===== config.mk =====
export PLATFORM = sky130hd
export DESIGN_NAME = dcache_blocking_arb
export DESIGN_NICKNAME = d
export VERILOG_FILES = /design/src/rtl/dcache_blocking_pkg.sv /design/src/rtl/dcache_blocking_fifo.sv /design/src/rtl/dcache_blocking_rr_arb.sv /design/src/rtl/dcache_blocking_arb.sv
export SDC_FILE = /design/constraint.sdc
export NUM_CORES = 1
export LEC_CHECK = 0
export BUFFER_PORTS_ARGS = -buffer_cell sky130_fd_sc_hd__buf_2
export CAP_MARGIN = 20
export CELL_PAD_IN_SITES_DETAIL_PLACEMENT = 1
export CELL_PAD_IN_SITES_GLOBAL_PLACEMENT = 2
export CORE_MARGIN = 2
export CORE_UTILIZATION = 28
export DETAILED_ROUTE_END_ITERATION = 7
export HOLD_SLACK_MARGIN = 0.15
export MAX_ROUTING_LAYER = met4
export PLACE_DENSITY = 0.86
export REMOVE_ABC_BUFFERS = 1
export SLEW_MARGIN = 20
export SYNTH_ARGS = -nofsm -noshare
export SYNTH_HDL_FRONTEND = slang
export SYNTH_HIERARCHICAL = 1
export SYNTH_SLANG_ARGS = --single-unit

===== constraint.sdc =====
create_clock -name clk -period 3.3 [get_ports clk]
set_input_delay 0.495 -clock clk [delete_from_list [all_inputs] [get_ports clk]]
set_output_delay 0.495 -clock clk [all_outputs]
set_load 0.02 [all_outputs]

===== src/rtl/dcache_blocking_pkg.sv =====
// Shared types for the blocking dcache pipe and its requester arbiter.
package dcache_blocking_pkg;

    localparam int OP_W   = 2;
    localparam int ADDR_W = 32;
    localparam int DATA_W = 32;

    typedef enum logic [OP_W-1:0] {
        OP_LOAD  = 2'd0,
        OP_STORE = 2'd1,
        OP_FLUSH = 2'd2,
        OP_NOP   = 2'd3
    } op_t;

    typedef logic [DATA_W-1:0] data_t;

    // Arbiter support: requester IDs are sized for the largest supported N.
    localparam int ARB_N_MAX = 8;
    localparam int ARB_ID_W  = (ARB_N_MAX > 1) ? $clog2(ARB_N_MAX) : 1;

    typedef logic [ARB_ID_W-1:0] arb_id_t;

    typedef struct packed {
        op_t               op;
        logic [ADDR_W-1:0] addr;
        data_t             data;
    } arb_req_t;

endpackage


===== src/rtl/dcache_blocking_fifo.sv =====
// Small in-order FIFO used by the dcache pipe and its arbiter.
// Pointers wrap by comparing against N-1, so any depth works.
// HAS_REPLAY selects replay support; this copy provides the plain queue only,
// which is what the arbiter's ID queue needs (HAS_REPLAY=0).
module dcache_blocking_fifo #(
    parameter int W          = 8,
    parameter int N          = 8,
    parameter int HAS_REPLAY = 0,
    localparam int CNT_W     = $clog2(N + 1),
    localparam int PTR_W     = (N > 1) ? $clog2(N) : 1
) (
    input  logic             clk,
    input  logic             rst,
    input  logic             push_i,
    input  logic [W-1:0]     wdata_i,
    input  logic             pop_i,
    output logic [W-1:0]     rdata_o,
    output logic             full_o,
    output logic             empty_o,
    output logic [CNT_W-1:0] count_o
);

    logic [W-1:0]     mem_q [N];
    logic [PTR_W-1:0] wr_ptr_q;
    logic [PTR_W-1:0] rd_ptr_q;
    logic [CNT_W-1:0] cnt_q;
    logic             push_s;
    logic             pop_s;

    generate
        if (HAS_REPLAY != 0) begin : g_replay
            // Replay rewind is not built into this queue; instantiate with HAS_REPLAY=0.
        end
    endgenerate

    assign full_o  = (cnt_q == CNT_W'(N));
    assign empty_o = (cnt_q == {CNT_W{1'b0}});
    assign count_o = cnt_q;
    assign rdata_o = mem_q[rd_ptr_q];
    assign push_s  = push_i & ~full_o;
    assign pop_s   = pop_i & ~empty_o;

    // Pointer and occupancy bookkeeping.
    always_ff @(posedge clk or posedge rst) begin
        if (rst) begin
            wr_ptr_q <= {PTR_W{1'b0}};
            rd_ptr_q <= {PTR_W{1'b0}};
            cnt_q    <= {CNT_W{1'b0}};
        end else begin
            if (push_s) begin
                wr_ptr_q <= (wr_ptr_q == PTR_W'(N - 1)) ? {PTR_W{1'b0}} : wr_ptr_q + PTR_W'(1);
            end
            if (pop_s) begin
                rd_ptr_q <= (rd_ptr_q == PTR_W'(N - 1)) ? {PTR_W{1'b0}} : rd_ptr_q + PTR_W'(1);
            end
            cnt_q <= cnt_q + CNT_W'(push_s) - CNT_W'(pop_s);
        end
    end

    // Storage array; contents are don't-care until written, so no reset.
    always_ff @(posedge clk) begin
        if (push_s) begin
            mem_q[wr_ptr_q] <= wdata_i;
        end
    end

endmodule


===== src/rtl/dcache_blocking_rr_arb.sv =====
// Combinational N-way round-robin picker: searches req upward from ptr
// (mod N) and returns a one-hot grant, the winner index and the next pointer.
module dcache_blocking_rr_arb #(
    parameter int N     = 2,
    parameter int PTR_W = 1
) (
    input  logic [N-1:0]     req_i,
    input  logic [PTR_W-1:0] ptr_i,
    output logic [N-1:0]     grant_o,
    output logic [PTR_W-1:0] idx_o,
    output logic             found_o,
    output logic [PTR_W-1:0] ptr_nxt_o
);

    logic [PTR_W-1:0] idx_s;

    // Walk the ring once from the pointer, keeping the first requester seen.
    always_comb begin
        grant_o   = {N{1'b0}};
        idx_o     = ptr_i;
        found_o   = 1'b0;
        ptr_nxt_o = ptr_i;
        idx_s     = ptr_i;
        for (int k = 0; k < N; k++) begin
            if (!found_o && req_i[idx_s]) begin
                found_o        = 1'b1;
                grant_o[idx_s] = 1'b1;
                idx_o          = idx_s;
                ptr_nxt_o      = (idx_s == PTR_W'(N - 1)) ? {PTR_W{1'b0}} : idx_s + PTR_W'(1);
            end else begin
                found_o = found_o;
            end
            idx_s = (idx_s == PTR_W'(N - 1)) ? {PTR_W{1'b0}} : idx_s + PTR_W'(1);
        end
    end

endmodule


===== src/rtl/dcache_blocking_arb.sv =====
// Round-robin arbiter sharing the blocking dcache pipe's fetch port between
// N requesters; an in-order ID queue routes each commit back to its requester.
// Optional build macro DCACHE_BLOCKING_ARB_STATS_EN adds grant counters and
// starvation flags.
module dcache_blocking_arb
    import dcache_blocking_pkg::*;
#(
    parameter int N    = 2,
    parameter int ID_N = 8
) (
    input  logic                clk,
    input  logic                rst,
    input  logic [N-1:0]        req_valid,
    input  logic [N*OP_W-1:0]   req_op,
    input  logic [N*ADDR_W-1:0] req_addr,
    input  logic [N*DATA_W-1:0] req_data,
    output logic [N-1:0]        req_accept,
    output logic                fetch_valid,
    output logic [OP_W-1:0]     fetch_op,
    output logic [ADDR_W-1:0]   fetch_addr,
    output logic [DATA_W-1:0]   fetch_data,
    input  logic                fetch_accept,
    input  logic                commit_valid_r,
    input  logic                commit_load_r,
    input  logic [DATA_W-1:0]   commit_data_r,
    output logic                commit_accept,
    output logic [N-1:0]        rsp_valid_r,
    output logic                rsp_load_r,
    output logic [DATA_W-1:0]   rsp_data_r,
    output logic                busy_r,
`ifdef DCACHE_BLOCKING_ARB_STATS_EN
    output logic [N*32-1:0]     grant_cnt_r,
    output logic [N-1:0]        starve_r,
`endif
    output logic                err_r
);

    localparam int ID_W  = (N > 1) ? $clog2(N) : 1;
    localparam int CNT_W = $clog2(ID_N + 1);

    arb_req_t         req_s [N];
    arb_req_t         slot_q;
    logic             slot_valid_q;
    logic [ID_W-1:0]  rr_ptr_q;
    logic [N-1:0]     grant_s;
    logic [ID_W-1:0]  win_idx_s;
    logic             found_s;
    logic [ID_W-1:0]  rr_ptr_d;
    logic             arb_en_s;
    logic             grant_fire_s;
    logic             idq_full_s;
    logic             idq_empty_s;
    logic [CNT_W-1:0] idq_cnt_s;
    logic [CNT_W-1:0] idq_cnt_d;
    arb_id_t          idq_head_s;
    logic             pop_s;
    logic [N-1:0]     rsp_valid_q;
    logic             rsp_load_q;
    data_t            rsp_data_q;
    logic             busy_q;
    logic             err_q;

    // Unpack the flat per-requester buses into request structs.
    always_comb begin
        for (int i = 0; i < N; i++) begin
            req_s[i].op   = op_t'(req_op[i*OP_W +: OP_W]);
            req_s[i].addr = req_addr[i*ADDR_W +: ADDR_W];
            req_s[i].data = req_data[i*DATA_W +: DATA_W];
        end
    end

    dcache_blocking_rr_arb #(
        .N     (N),
        .PTR_W (ID_W)
    ) u_rr_arb (
        .req_i     (req_valid),
        .ptr_i     (rr_ptr_q),
        .grant_o   (grant_s),
        .idx_o     (win_idx_s),
        .found_o   (found_s),
        .ptr_nxt_o (rr_ptr_d)
    );

    // A full ID queue blocks grants even when a commit pops this cycle.
    assign arb_en_s     = (~slot_valid_q | fetch_accept) & ~idq_full_s;
    assign grant_fire_s = arb_en_s & found_s;
    assign pop_s        = commit_valid_r & ~idq_empty_s;
    assign idq_cnt_d    = idq_cnt_s + CNT_W'(grant_fire_s) - CNT_W'(pop_s);

    // Expose the grant only when the slot and ID queue can take it.
    always_comb begin
        if (arb_en_s) begin
            req_accept = grant_s;
        end else begin
            req_accept = {N{1'b0}};
        end
    end

    dcache_blocking_fifo #(
        .W          (ARB_ID_W),
        .N          (ID_N),
        .HAS_REPLAY (0)
    ) u_idq (
        .clk     (clk),
        .rst     (rst),
        .push_i  (grant_fire_s),
        .wdata_i (ARB_ID_W'(win_idx_s)),
        .pop_i   (pop_s),
        .rdata_o (idq_head_s),
        .full_o  (idq_full_s),
        .empty_o (idq_empty_s),
        .count_o (idq_cnt_s)
    );

    // Output slot, round-robin pointer, response routing and status flags.
    always_ff @(posedge clk or posedge rst) begin
        if (rst) begin
            slot_valid_q <= 1'b0;
            slot_q       <= '{op: OP_LOAD, addr: {ADDR_W{1'b0}}, data: {DATA_W{1'b0}}};
            rr_ptr_q     <= {ID_W{1'b0}};
            rsp_valid_q  <= {N{1'b0}};
            rsp_load_q   <= 1'b0;
            rsp_data_q   <= {DATA_W{1'b0}};
            busy_q       <= 1'b0;
            err_q        <= 1'b0;
        end else begin
            if (grant_fire_s) begin
                slot_valid_q <= 1'b1;
                slot_q       <= req_s[win_idx_s];
                rr_ptr_q     <= rr_ptr_d;
            end else if (fetch_accept) begin
                slot_valid_q <= 1'b0;
            end else begin
                slot_valid_q <= slot_valid_q;
            end
            if (pop_s) begin
                rsp_valid_q <= {{(N-1){1'b0}}, 1'b1} << idq_head_s;
                rsp_load_q  <= commit_load_r;
                rsp_data_q  <= commit_data_r;
            end else begin
                rsp_valid_q <= {N{1'b0}};
            end
            busy_q <= (idq_cnt_d != {CNT_W{1'b0}});
            err_q  <= err_q | (commit_valid_r & idq_empty_s);
        end
    end

    assign fetch_valid   = slot_valid_q;
    assign fetch_op      = slot_q.op;
    assign fetch_addr    = slot_q.addr;
    assign fetch_data    = slot_q.data;
    assign commit_accept = 1'b1;
    assign rsp_valid_r   = rsp_valid_q;
    assign rsp_load_r    = rsp_load_q;
    assign rsp_data_r    = rsp_data_q;
    assign busy_r        = busy_q;
    assign err_r         = err_q;

`ifdef DCACHE_BLOCKING_ARB_STATS_EN
    localparam int STARVE_LIM = 4 * N;

    logic [N*32-1:0] grant_cnt_q;
    logic [N-1:0]    starve_q;
    logic [5:0]      wait_q [N];

    // Per-requester grant counts and wait-streak starvation flags.
    always_ff @(posedge clk or posedge rst) begin
        if (rst) begin
            grant_cnt_q <= {(N*32){1'b0}};
            starve_q    <= {N{1'b0}};
            for (int i = 0; i < N; i++) begin
                wait_q[i] <= 6'd0;
            end
        end else begin
            for (int i = 0; i < N; i++) begin
                if (req_accept[i]) begin
                    grant_cnt_q[i*32 +: 32] <= grant_cnt_q[i*32 +: 32] + 32'd1;
                    wait_q[i]               <= 6'd0;
                    starve_q[i]             <= 1'b0;
                end else if (req_valid[i]) begin
                    if (wait_q[i] != 6'(STARVE_LIM)) begin
                        wait_q[i] <= wait_q[i] + 6'd1;
                    end else begin
                        wait_q[i] <= wait_q[i];
                    end
                    if (wait_q[i] >= 6'(STARVE_LIM - 1)) begin
                        starve_q[i] <= 1'b1;
                    end else begin
                        starve_q[i] <= starve_q[i];
                    end
                end else begin
                    wait_q[i] <= 6'd0;
                end
            end
        end
    end

    assign grant_cnt_r = grant_cnt_q;
    assign starve_r    = starve_q;
`endif

endmodule


==> summary.md, run 1 <==
| Metric | Value |
|---|---|
| # rows | `55` |
| # DRC | `0` |
| Peak supply drop | `370 µV` |
| Cell with the most instances after synthesis | `mux2_2` |
| Congestion Overflow GR | `0` |
| Commonest cells post-synth | `mux2_2, dfrtp_1, edfxtp_1` |
| Prevailing post-synth register cell | `dfrtp_1` |
| Final net count | `911` |
| CTS clock-pin slew for the worst setup and hold paths | `0.06 ns` |
| DRT iter0 DRCs | `96` |
| HPWL Detailed | `12000 µm` |
| All-Layer GR Usage | `13.5%` |
| Worst R2R Start | `u_idq/count_o[2]$_DFF_PP0_` |
| Largest cells by area after synthesis | `dfrtp_1, mux2_2, edfxtp_1, ha_1, mux4_1` |
| Clock network fraction of design power | `24.7%` |
| Combinational power share | `40.8%` |
| WL final | `15900 µm` |
| CTS tree | `built` |
| Antenna diodes | `0` |
| CTS buffer count | `17` |
| Actual slew at the worst max-slew pin | `0.774 ns` |
| Yosys top cell area share | `44.2%` |
| Vias per cell | `4.44` |
| Post-route minimum period | `2.80 ns` |
| Syn Std Cell Area | `0.00651 mm²` |
| Power Internal | `0.00513 W` |
| Final Hold Viols | `0` |
| Vias in the first global route | `4991` |
| Switching power share of the total | `36.1%` |
| Distinct cells, synth | `37` |
| FFs w/ async S/R, synth | `82.7%` |
| H-tree levels | `4` |
| Seq/Total Area, Yosys | `55.2%` |
| Total power | `0.00804 W` |
| CP Launch Point | `u_idq/count_o[2]$_DFF_PP0_` |
| Setup bufs post-CTS | `0` |
| Hold Path Class | `in -> reg` |
| Total Die Area | `0.0245 mm²` |
| Core ar. | `0.0227 mm²` |
| Tcrit/Tclk final | `84.7%` |
| First-pass GRT wire length | `24900 µm` |
| Ys Warns | `6` |
| Switching pwr | `0.00290 W` |
| Cell Chain, Critical Path | `inv_1 -> ha_1 -> or3b_1 -> inv_1 -> nor3b_4 -> buf_4 -> ha_1 -> inv_1 -> fa_1 -> xnor2_1 -> nor3b_1 -> o21ai_0` |
| Clk Latency, worst-skew pair | `0.42 ns` |
| Power per standard cell area | `908 mW/mm²` |
| Flop pwr share | `34.6%` |
| DP Worst Slack | `0.482 ns` |
| CP max FO | `20` |
| Mean Syn Cell Area | `15.2 µm²` |
| I/O pin count | `278` |
| Setup crit start kind | `register` |
| Longest Clk Path Bufs | `2` |
| Synthesized flop and latch total | `139` |
| CTS Sinks | `139` |
| WL/cell | `15.5 µm` |
| Die Width | `157 µm` |
| Area grow syn2layout | `35.8%` |
| CP Capture Type | `register` |
| Final GP Congestion | `0.732` |
| Count of input and output buffers | `276` |
| Largest net degree at the start of global routing | `75` |
| CP most frequent cell | `inv_1` |
| Crit path required time | `3.58 ns` |
| Die Y | `157 µm` |
| Lkg Pwr | `4.15 nW` |
| Antenna viol nets, final | `0` |
| Root buffer cell | `clkbuf_16` |
| Max-cap violations | `0` |
| Max-slew violation count | `0` |
| Post-synthesis cell count | `428` |
| Cell taking the most area after synthesis | `dfrtp_1` |
| Worst EP arrival | `3.08 ns` |
| Fin Clk Skew | `0.0105 ns` |
| Final core utilization | `39.0%` |
| Vias | `4541` |
| Initial DRT Pass Iterations | `4` |
| Share of layout cells above drive strength 1 | `67.3%` |
| RSZ-0062 raised after global routing | `false` |
| Hold path startpoint | `commit_data_r[0]` |
| CTS resizes | `0` |
| EDFF count, synth | `24` |
| Slew headroom | `47.9%` |
| CP Class | `reg -> reg` |
| Slowest stage cell, crit path | `dfrtp_1` |
| Hold_ws | `0.314 ns` |
| Status | `completed` |
| Initial core utilization | `28.7%` |
| Critical Path Max Stage Delay | `0.39 ns` |
| Peak Freq | `358 MHz` |
| Setup Viol. Count Final | `0` |
| Initial antenna violation count | `0` |
| Setup WS post-layout | `0.505 ns` |
| Fill cells | `2497` |
-- cell type report --
class	count	area [µm²]	share of cell area, %
clock buffers	21	483	5.46
repair buffers	283	1450	16.4
inverters	18	70.1	0.792
multi-input cells	265	2760	31.2
well taps	285	357	4.03
flip-flops and latches	139	3600	40.7
clock inverters	11	131	1.48
-- flip-flops by register name, summed over array words and instances (netlist names) --
name            cells
fetch_addr         32
fetch_data         32
rsp_data_r         32
u_idq/mem_q        24
u_idq/count_o       4
u_idq/rd_ptr_q      3
u_idq/wr_ptr_q      3
fetch_op            2
rsp_valid_r         2
busy_r              1
err_r               1
fetch_valid         1
rr_ptr_q            1
rsp_load_r          1
-- what timing repair did --
action / CTS / global route
hold endpoints to repair: 41 / 0
endpoints found under the setup margin: 0 / 0
hold buffers: 1 / 0
-- worst max-delay path, delay by kind of cell, from the launching register on --
| kind | cells | cell delay (ns) |
|---|---|---|
| AOI/OAI and AO/OA | 1 | 0.10 |
| xor gates and xnor gates | 1 | 0.13 |
| adders and majority gates | 3 | 0.79 |
| buffers and inverters | 4 | 0.60 |
| DFF | 1 | 0.39 |
| and+or+nand+nor | 3 | 0.65 |
-- power groups by stage --
stage	Clock [W]	Sequential [W]	Combinational (W)
floorplan	0	0.00342	0.00160
global placement	0	0.00278	0.00326
detailed placement	0	0.00281	0.00332
CTS	0.00206	0.00279	0.00334
global route	0.00212	0.00288	0.00358
finish	0.00198	0.00278	0.00328
-- per-layer routing --
layer | part of all wire [%] | global-route usage (%)
met5 | 0 | -
met4 | 1.6 | 4.76
met3 | 7.7 | 4.32
met2 | 50 | 22.5
met1 | 41 | 15.4
-- layout by cell type, fill, tap and decap left out, types with 3 or more instances in the layout --
cell	n
nand2b_1	3
ha_1	14
clkinvlp_4	4
edfxtp_1	24
nor3_1	4
dfrtp_1	115
mux2_2	168
buf_2	276
mux2_4	7
buf_4	5
nor2_1	10
conb_1	17
mux4_1	6
clkbuf_16	19
inv_1	17
a21oi_1	4
-- cells by family (layout without fill, tap and decap cells) --
family,after synthesis,count (layout),synth area share [%]
XOR/XNOR,4,4,0.538
multiplexers,181,181,33.1
other,2,17,0.115
buffers and inverters,39,333,3.44
AND/OR/NAND/NOR,38,38,3.38
adder cells (fa/ha/maj),16,16,3.30
AO/OA/AOI/OAI,9,9,0.903
flip-flops,139,139,55.2
-- through the flow --
stage	area [µm²]	setup TNS [ns]	instances
finish	8850	0	1022
global route	8850	0	1022
CTS	8850	0	1022
detailed placement	8220	0	989
global placement	8220	0	989
floorplan	6410	-22.87	422
-- worst paths after layout --
check	slack, ns	cells past startpoint	to
worst max register to register	0.50	12	busy_r$_DFF_PP0_
worst min register to register	0.46	1	err_r$_DFF_PP0_
worst min-delay path	0.31	2	rsp_data_r[0]$_DFFE_PP0P_
max in group asynchronous	1.86	4	fetch_addr[1]$_DFFE_PP0P_
worst max-delay path	0.50	12	busy_r$_DFF_PP0_
min in group asynchronous	0.69	3	u_idq/count_o[3]$_DFF_PP0_
No activity file was read; power rests on OpenSTA's default activity.
==> inputs of run 2 (changes only) <==
--- a/config.mk
+++ b/config.mk
@@ -5,16 +5,17 @@
 export SDC_FILE = /design/constraint.sdc
 export NUM_CORES = 1
 export LEC_CHECK = 0
+export ABC_AREA = 1
 export BUFFER_PORTS_ARGS = -buffer_cell sky130_fd_sc_hd__buf_2
 export CAP_MARGIN = 20
 export CELL_PAD_IN_SITES_DETAIL_PLACEMENT = 1
 export CELL_PAD_IN_SITES_GLOBAL_PLACEMENT = 2
 export CORE_MARGIN = 2
-export CORE_UTILIZATION = 28
+export CORE_UTILIZATION = 24
 export DETAILED_ROUTE_END_ITERATION = 7
 export HOLD_SLACK_MARGIN = 0.15
 export MAX_ROUTING_LAYER = met4
-export PLACE_DENSITY = 0.86
+export PLACE_DENSITY = 0.87
 export REMOVE_ABC_BUFFERS = 1
 export SLEW_MARGIN = 20
 export SYNTH_ARGS = -nofsm -noshare
==> constraint.sdc (replaced) <==
create_clock -name clk -period 2.3 [get_ports clk]
set_input_delay 0.345 -clock clk [delete_from_list [all_inputs] [get_ports clk]]
set_output_delay 0.345 -clock clk [all_outputs]
set_load 0.02 [all_outputs]
==> run 2 against run 1 <==
Global-route usage up 1.5 points. Worst hold slack lost 0.14 ns. Largest power group unchanged. Core utilization decreased by 3.6 points. Clock skew down 0.0028 ns. Synthesized cell count is 110% higher. Routed wire length rose by 35%.
==> summary.md, run 2 <==
| Metric | Value |
|---|---|
| Status | `completed` |
| Multi-input logic area | `0.00264 mm²` |
| Prevailing post-synth register cell | `dfrtp_1` |
| Post-synthesis cell count | `881` |
| Initial antenna violation count | `0` |
| Seq/Total Area, Yosys | `52.5%` |
| Ys Warns | `6` |
| Total Die Area | `0.0299 mm²` |
| Count of input and output buffers | `276` |
| R2R cell count | `13` |
| Commonest cells post-synth | `nand2_1, inv_1, dfrtp_1` |
| Initial core utilization | `24.5%` |
| Crit path required time | `2.61 ns` |
| Final Hold Viols | `0` |
| Initial DRT Pass Iterations | `4` |
| RSZ-0062 raised after global routing | `true` |
| Switching power share of the total | `41.6%` |
| CTS clock-pin slew for the worst setup and hold paths | `0.06 ns` |
| Setup crit start kind | `register` |
| CTS tree | `built` |
| Slew headroom | `50.2%` |
| Max-cap violations | `0` |
| FFs w/ async S/R, synth | `82.7%` |
| Hold Path Class | `in -> reg` |
| Power Internal | `0.00709 W` |
| Core ar. | `0.0279 mm²` |
| Vias in the first global route | `7146` |
| Peak supply drop | `481 µV` |
| WL final | `21400 µm` |
| Vias per cell | `4.05` |
| CP Class | `reg -> reg` |
| Total power | `0.0121 W` |
| Depth of the worst hold-timing path | `2` |
| Die Width | `173 µm` |
| TNS Setup | `0 ns` |
| Largest net degree at the start of global routing | `97` |
| Clk Latency, worst-skew pair | `0.42 ns` |
| Setup WS post-layout | `0.00925 ns` |
| HPWL Detailed | `15200 µm` |
| Setup Viol. Count Final | `0` |
| CTS Sinks | `139` |
| Vias | `6544` |
| Fill cells | `3503` |
| I/O pin count | `278` |
| Worst R2R Start | `u_idq/count_o[3]$_DFF_PP0_` |
| EDFF count, synth | `24` |
| WL/cell | `13.2 µm` |
| DRT iter0 DRCs | `228` |
| H-tree levels | `4` |
| Power per standard cell area | `1230 mW/mm²` |
| Combinational power share | `43.2%` |
| Max-slew violation count | `0` |
| Longest Clk Path Bufs | `2` |
| Actual slew at the worst max-slew pin | `0.747 ns` |
| Tcrit/Tclk final | `99.6%` |
| Peak Freq | `437 MHz` |
| First-pass GRT wire length | `35200 µm` |
| Antenna diodes | `0` |
| Syn Std Cell Area | `0.00685 mm²` |
| Final GP Congestion | `0.730` |
| Post-route minimum period | `2.29 ns` |
| Root buffer cell | `clkbuf_16` |
| Yosys top cell area share | `42.0%` |
| Antenna viol nets, final | `0` |
| Lkg Pwr | `5.60 nW` |
| Flop pwr share | `32.8%` |
| Most frequent cells in the layout | `nand2_1, buf_2, inv_1, dfrtp_1, o21ai_0` |
| Mean Syn Cell Area | `7.78 µm²` |
| FF/Latch Area | `0.00360 mm²` |
| Reg-to-reg slack, setup | `0.009 ns` |
| Final core utilization | `35.3%` |
| Area grow syn2layout | `44.1%` |
| Switching pwr | `0.00504 W` |
| # rows | `61` |
| CP Launch Point | `u_idq/count_o[3]$_DFF_PP0_` |
| Clock network fraction of design power | `24.0%` |
| Congestion Overflow GR | `0` |
| Share of layout cells above drive strength 1 | `30.4%` |
| Fin Clk Skew | `0.00769 ns` |
| Worst EP arrival | `2.60 ns` |
| Cell taking the most area after synthesis | `dfrtp_1` |
| Distinct cells, synth | `34` |
| CTS buffer count | `17` |
| Final net count | `1411` |
| CP max FO | `3` |
| Largest cells by area after synthesis | `dfrtp_1, nand2_1, edfxtp_1, inv_1, o21ai_0` |
| Hold path startpoint | `commit_valid_r` |
| CP Capture Type | `register` |
| DP Worst Slack | `-0.123 ns` |
| Cell with the most instances after synthesis | `nand2_1` |
| All-Layer GR Usage | `15.0%` |
| Synthesized flop and latch total | `139` |
| # DRC | `0` |
| Die Y | `173 µm` |
| Commonest non-fill, non-tap cell in the layout | `nand2_1` |
run 2: layer usage:
| metal | vias to the layer above | routed length (µm) | GRT usage (%) |
|---|---|---|---|
| met3 | 19 | 1470 | 4.53 |
| met1 | 3009 | 9110 | 16.5 |
| met2 | 199 | 10500 | 26.4 |
| met4 | 0 | 302 | 4.20 |
| met5 | - | 0 | - |
| li1 | 3317 | - | - |
run 2: final cells by class:
type                    count  area share [%]
flip-flops and latches    139            36.4
multi-input cells         590            26.8
repair buffers            348            20.8
inverters                 128            4.94
well taps                 378            4.79
clock buffers              20            4.64
clock inverters            12            1.65
run 2: final timing paths:
| kind | to |
|---|---|
| max | u_idq/count_o[1]$_DFF_PP0_ |
| min | err_r$_DFF_PP0_ |
| max reg2reg | u_idq/count_o[1]$_DFF_PP0_ |
| min reg2reg | err_r$_DFF_PP0_ |
| max in group asynchronous | fetch_addr[0]$_DFFE_PP0P_ |
| min in group asynchronous | rr_ptr_q$_DFFE_PP0P_ |
run 2: stage by stage:
step | area [µm²] | instances | hold slack, ns
global route | 9870 | 1615 | 0.159
CTS | 9770 | 1610 | 0.153
detailed placement | 8680 | 1529 | 0.271
global placement | 8680 | 1529 | 0.267
finish | 9870 | 1615 | 0.175
floorplan | 6640 | 857 | 0.185
run 2: power by group through the flow:
stage / registers, W / clock network (W) / logic, W
2_1_floorplan: 0.00487 / 0 / 0.00214
3_3_place_gp: 0.00397 / 0 / 0.00485
3_5_place_dp: 0.00400 / 0 / 0.00497
4_1_cts: 0.00399 / 0.00302 / 0.00516
5_1_grt: 0.00412 / 0.00312 / 0.00592
6_report: 0.00398 / 0.00291 / 0.00524
run 2: timing repair:
| item | 4_1_cts | 5_1_grt |
|---|---|---|
| pin swaps | 3 | 6 |
| resized for setup | 8 | 14 |
| hold buffers | 34 | 0 |
| hold endpoints to repair | 107 | 0 |
| setup buffers | 15 | 6 |
| setup endpoints to repair | 6 | 4 |
run 2: worst max-delay path, stage by stage, from the launching register on:
cell,delay [ns]
dfrtp_1,0.41
buf_6,0.13
ha_2,0.16
nand3_2,0.08
inv_2,0.04
o21bai_4,0.17
nor2_4,0.12
nand2_2,0.09
ha_4,0.21
inv_2,0.07
ha_4,0.13
inv_2,0.03
fa_2,0.51
inv_1,0.04
run 2: cells by family after synthesis:
group                    count (synthesis)  synth area share (%)
AO/OA/AOI/OAI                           79                  6.03
adder cells (fa/ha/maj)                 16                  3.14
XOR/XNOR                                 2                 0.256
other                                    2                 0.110
buffers and inverters                  167                  11.0
AND/OR/NAND/NOR                        476                  27.0
flip-flops                             139                  52.5
==> inputs of run 3 (changes only) <==
--- a/config.mk
+++ b/config.mk
@@ -16,6 +16,7 @@
 export HOLD_SLACK_MARGIN = 0.15
 export MAX_ROUTING_LAYER = met4
 export PLACE_DENSITY = 0.87
+export RECOVER_POWER = 25
 export REMOVE_ABC_BUFFERS = 1
 export SLEW_MARGIN = 20
 export SYNTH_ARGS = -nofsm -noshare
==> run 3 against run 2 <==
Sequential share of layout area rose by 0.065 points. Maximum frequency barely moved. Global-route usage did not move. Sequential power barely moved. Worst hold slack barely moved. Total power barely moved. Sequential cell count did not move. Combinational power barely moved. Clock power barely moved. Critical path type unchanged. Critical endpoint unchanged. Largest cell class unchanged.
==> summary.md, run 3 (synthesis results as in run 2) <==
| Metric | Value |
|---|---|
| Largest net degree at the start of global routing | `97` |
| Longest Clk Path Bufs | `2` |
| Final Hold Viols | `0` |
| Status | `completed` |
| Total Die Area | `0.0299 mm²` |
| HPWL Detailed | `15200 µm` |
| Fill cells | `3506` |
| Setup crit start kind | `register` |
| Peak supply drop | `482 µV` |
| Vias per cell | `4.05` |
| All-Layer GR Usage | `15.0%` |
| Root buffer cell | `clkbuf_16` |
| Final GP Congestion | `0.730` |
| Worst R2R Start | `u_idq/count_o[3]$_DFF_PP0_` |
| Setup Viol. Count Final | `0` |
| Initial DRT Pass Iterations | `4` |
| Critical Path Max Stage Delay | `0.51 ns` |
| Die Y | `173 µm` |
| Cell Chain, Critical Path | `buf_6 -> ha_2 -> nand3_2 -> inv_2 -> o21bai_4 -> nor2_4 -> nand2_2 -> ha_4 -> inv_2 -> ha_4 -> inv_2 -> fa_2 -> inv_1` |
| Tcrit/Tclk final | `99.6%` |
| Lkg Pwr | `5.59 nW` |
| CP Class | `reg -> reg` |
| Share of layout cells above drive strength 1 | `30.3%` |
| Die Width | `173 µm` |
| CP max FO | `3` |
| Commonest non-fill, non-tap cell in the layout | `nand2_1` |
| Setup WS post-layout | `0.00924 ns` |
| CTS buffer count | `17` |
| CP most frequent cell | `inv_2` |
| Peak Freq | `437 MHz` |
| Most frequent cells in the layout | `nand2_1, buf_2, inv_1, dfrtp_1, o21ai_0` |
| Max-slew violation count | `0` |
| Count of input and output buffers | `276` |
| Final core utilization | `35.3%` |
| WL/cell | `13.2 µm` |
| Power per standard cell area | `1230 mW/mm²` |
| First-pass GRT wire length | `35200 µm` |
| WL final | `21400 µm` |
| Initial antenna violation count | `0` |
| DRT iter0 DRCs | `226` |
| Slew headroom | `31.4%` |
| Hold_ws | `0.175 ns` |
| H-tree levels | `4` |
| Worst EP arrival | `2.60 ns` |
| CTS clock-pin slew for the worst setup and hold paths | `0.06 ns` |
| Total power | `0.0121 W` |
| Clk Latency, worst-skew pair | `0.42 ns` |
| RSZ-0062 raised after global routing | `true` |
| # rows | `61` |
| CP Launch Point | `u_idq/count_o[3]$_DFF_PP0_` |
| Area grow syn2layout | `43.9%` |
| Actual slew at the worst max-slew pin | `1.03 ns` |
| Hold path startpoint | `commit_valid_r` |
| Hold Path Class | `in -> reg` |
| DP Worst Slack | `-0.123 ns` |
| # DRC | `0` |
| Antenna diodes | `0` |
| Vias | `6543` |
| Core ar. | `0.0279 mm²` |
| Congestion Overflow GR | `0` |
| Slowest stage cell, crit path | `fa_2` |
| Max-cap violations | `0` |
| Antenna viol nets, final | `0` |
| CTS Sinks | `139` |
| CP Capture Type | `register` |
| Vias in the first global route | `7146` |
| TNS Setup | `0 ns` |
| Crit path required time | `2.61 ns` |
| Initial core utilization | `24.5%` |
| Fin Clk Skew | `0.00770 ns` |
| Post-route minimum period | `2.29 ns` |
| I/O pin count | `278` |
| CTS tree | `built` |
| Final net count | `1411` |
==> run 3: repair_timing <==
| action | in CTS | in global routing |
|---|---|---|
| setup endpoints to repair | 6 | 4 |
| resized for setup | 8 | 14 |
| buffers inserted | 15 | 6 |
| hold buffers | 34 | 0 |
| endpoints found under the hold margin | 107 | 0 |
| pin swaps | 3 | 6 |
==> run 3: area by class of cell <==
| cell class | instances | area [µm²] | share of cell area, % |
|---|---|---|---|
| multi-input cells | 590 | 2640 | 26.8 |
| repair buffers | 348 | 2040 | 20.7 |
| inverters | 128 | 487 | 4.94 |
| well taps | 378 | 473 | 4.80 |
| clock buffers | 20 | 458 | 4.65 |
| clock inverters | 12 | 163 | 1.65 |
| flip-flops and latches | 139 | 3600 | 36.5 |
==> run 3: worst paths after layout <==
kind                                         endpoint  cells past startpoint  slack (ns)
min reg2reg                           err_r$_DFF_PP0_                      1        0.46
min in group asynchronous        rr_ptr_q$_DFFE_PP0P_                      3        0.48
max in group asynchronous   fetch_addr[0]$_DFFE_PP0P_                      4        0.50
max                        u_idq/count_o[1]$_DFF_PP0_                     13       0.009
min                                   err_r$_DFF_PP0_                      2        0.17
max reg2reg                u_idq/count_o[1]$_DFF_PP0_                     13       0.009
==> run 3: per-layer routing <==
layer  vias to the layer above  GRT usage (%)  part of all wire, %
met5                         -              -                    0
met4                         0           4.20                  1.4
met3                        19           4.53                  6.9
met2                       199           26.4                   49
met1                      3009           16.5                   43
li1                       3316              -                    -
==> run 3: through the flow <==
stage | instances | area, µm²
CTS | 1610 | 9770
global route | 1615 | 9860
finish | 1615 | 9860
global placement | 1529 | 8680
floorplan | 857 | 6640
detailed placement | 1529 | 8680
==> run 3: power breakdown <==
part | switching [W] | internal [W]
Sequential | 0.000569 | 0.00341
Combinational | 0.00335 | 0.00189
Clock | 0.00113 | 0.00178
==> run 3: worst max-delay path: cells and delay by family (launching register included) <==
family,cells,cell delay [ns]
adders and majority gates,4,1.01
AOI/OAI and AO/OA,1,0.17
DFF,1,0.41
and+or+nand+nor,3,0.29
buffers and inverters,5,0.31
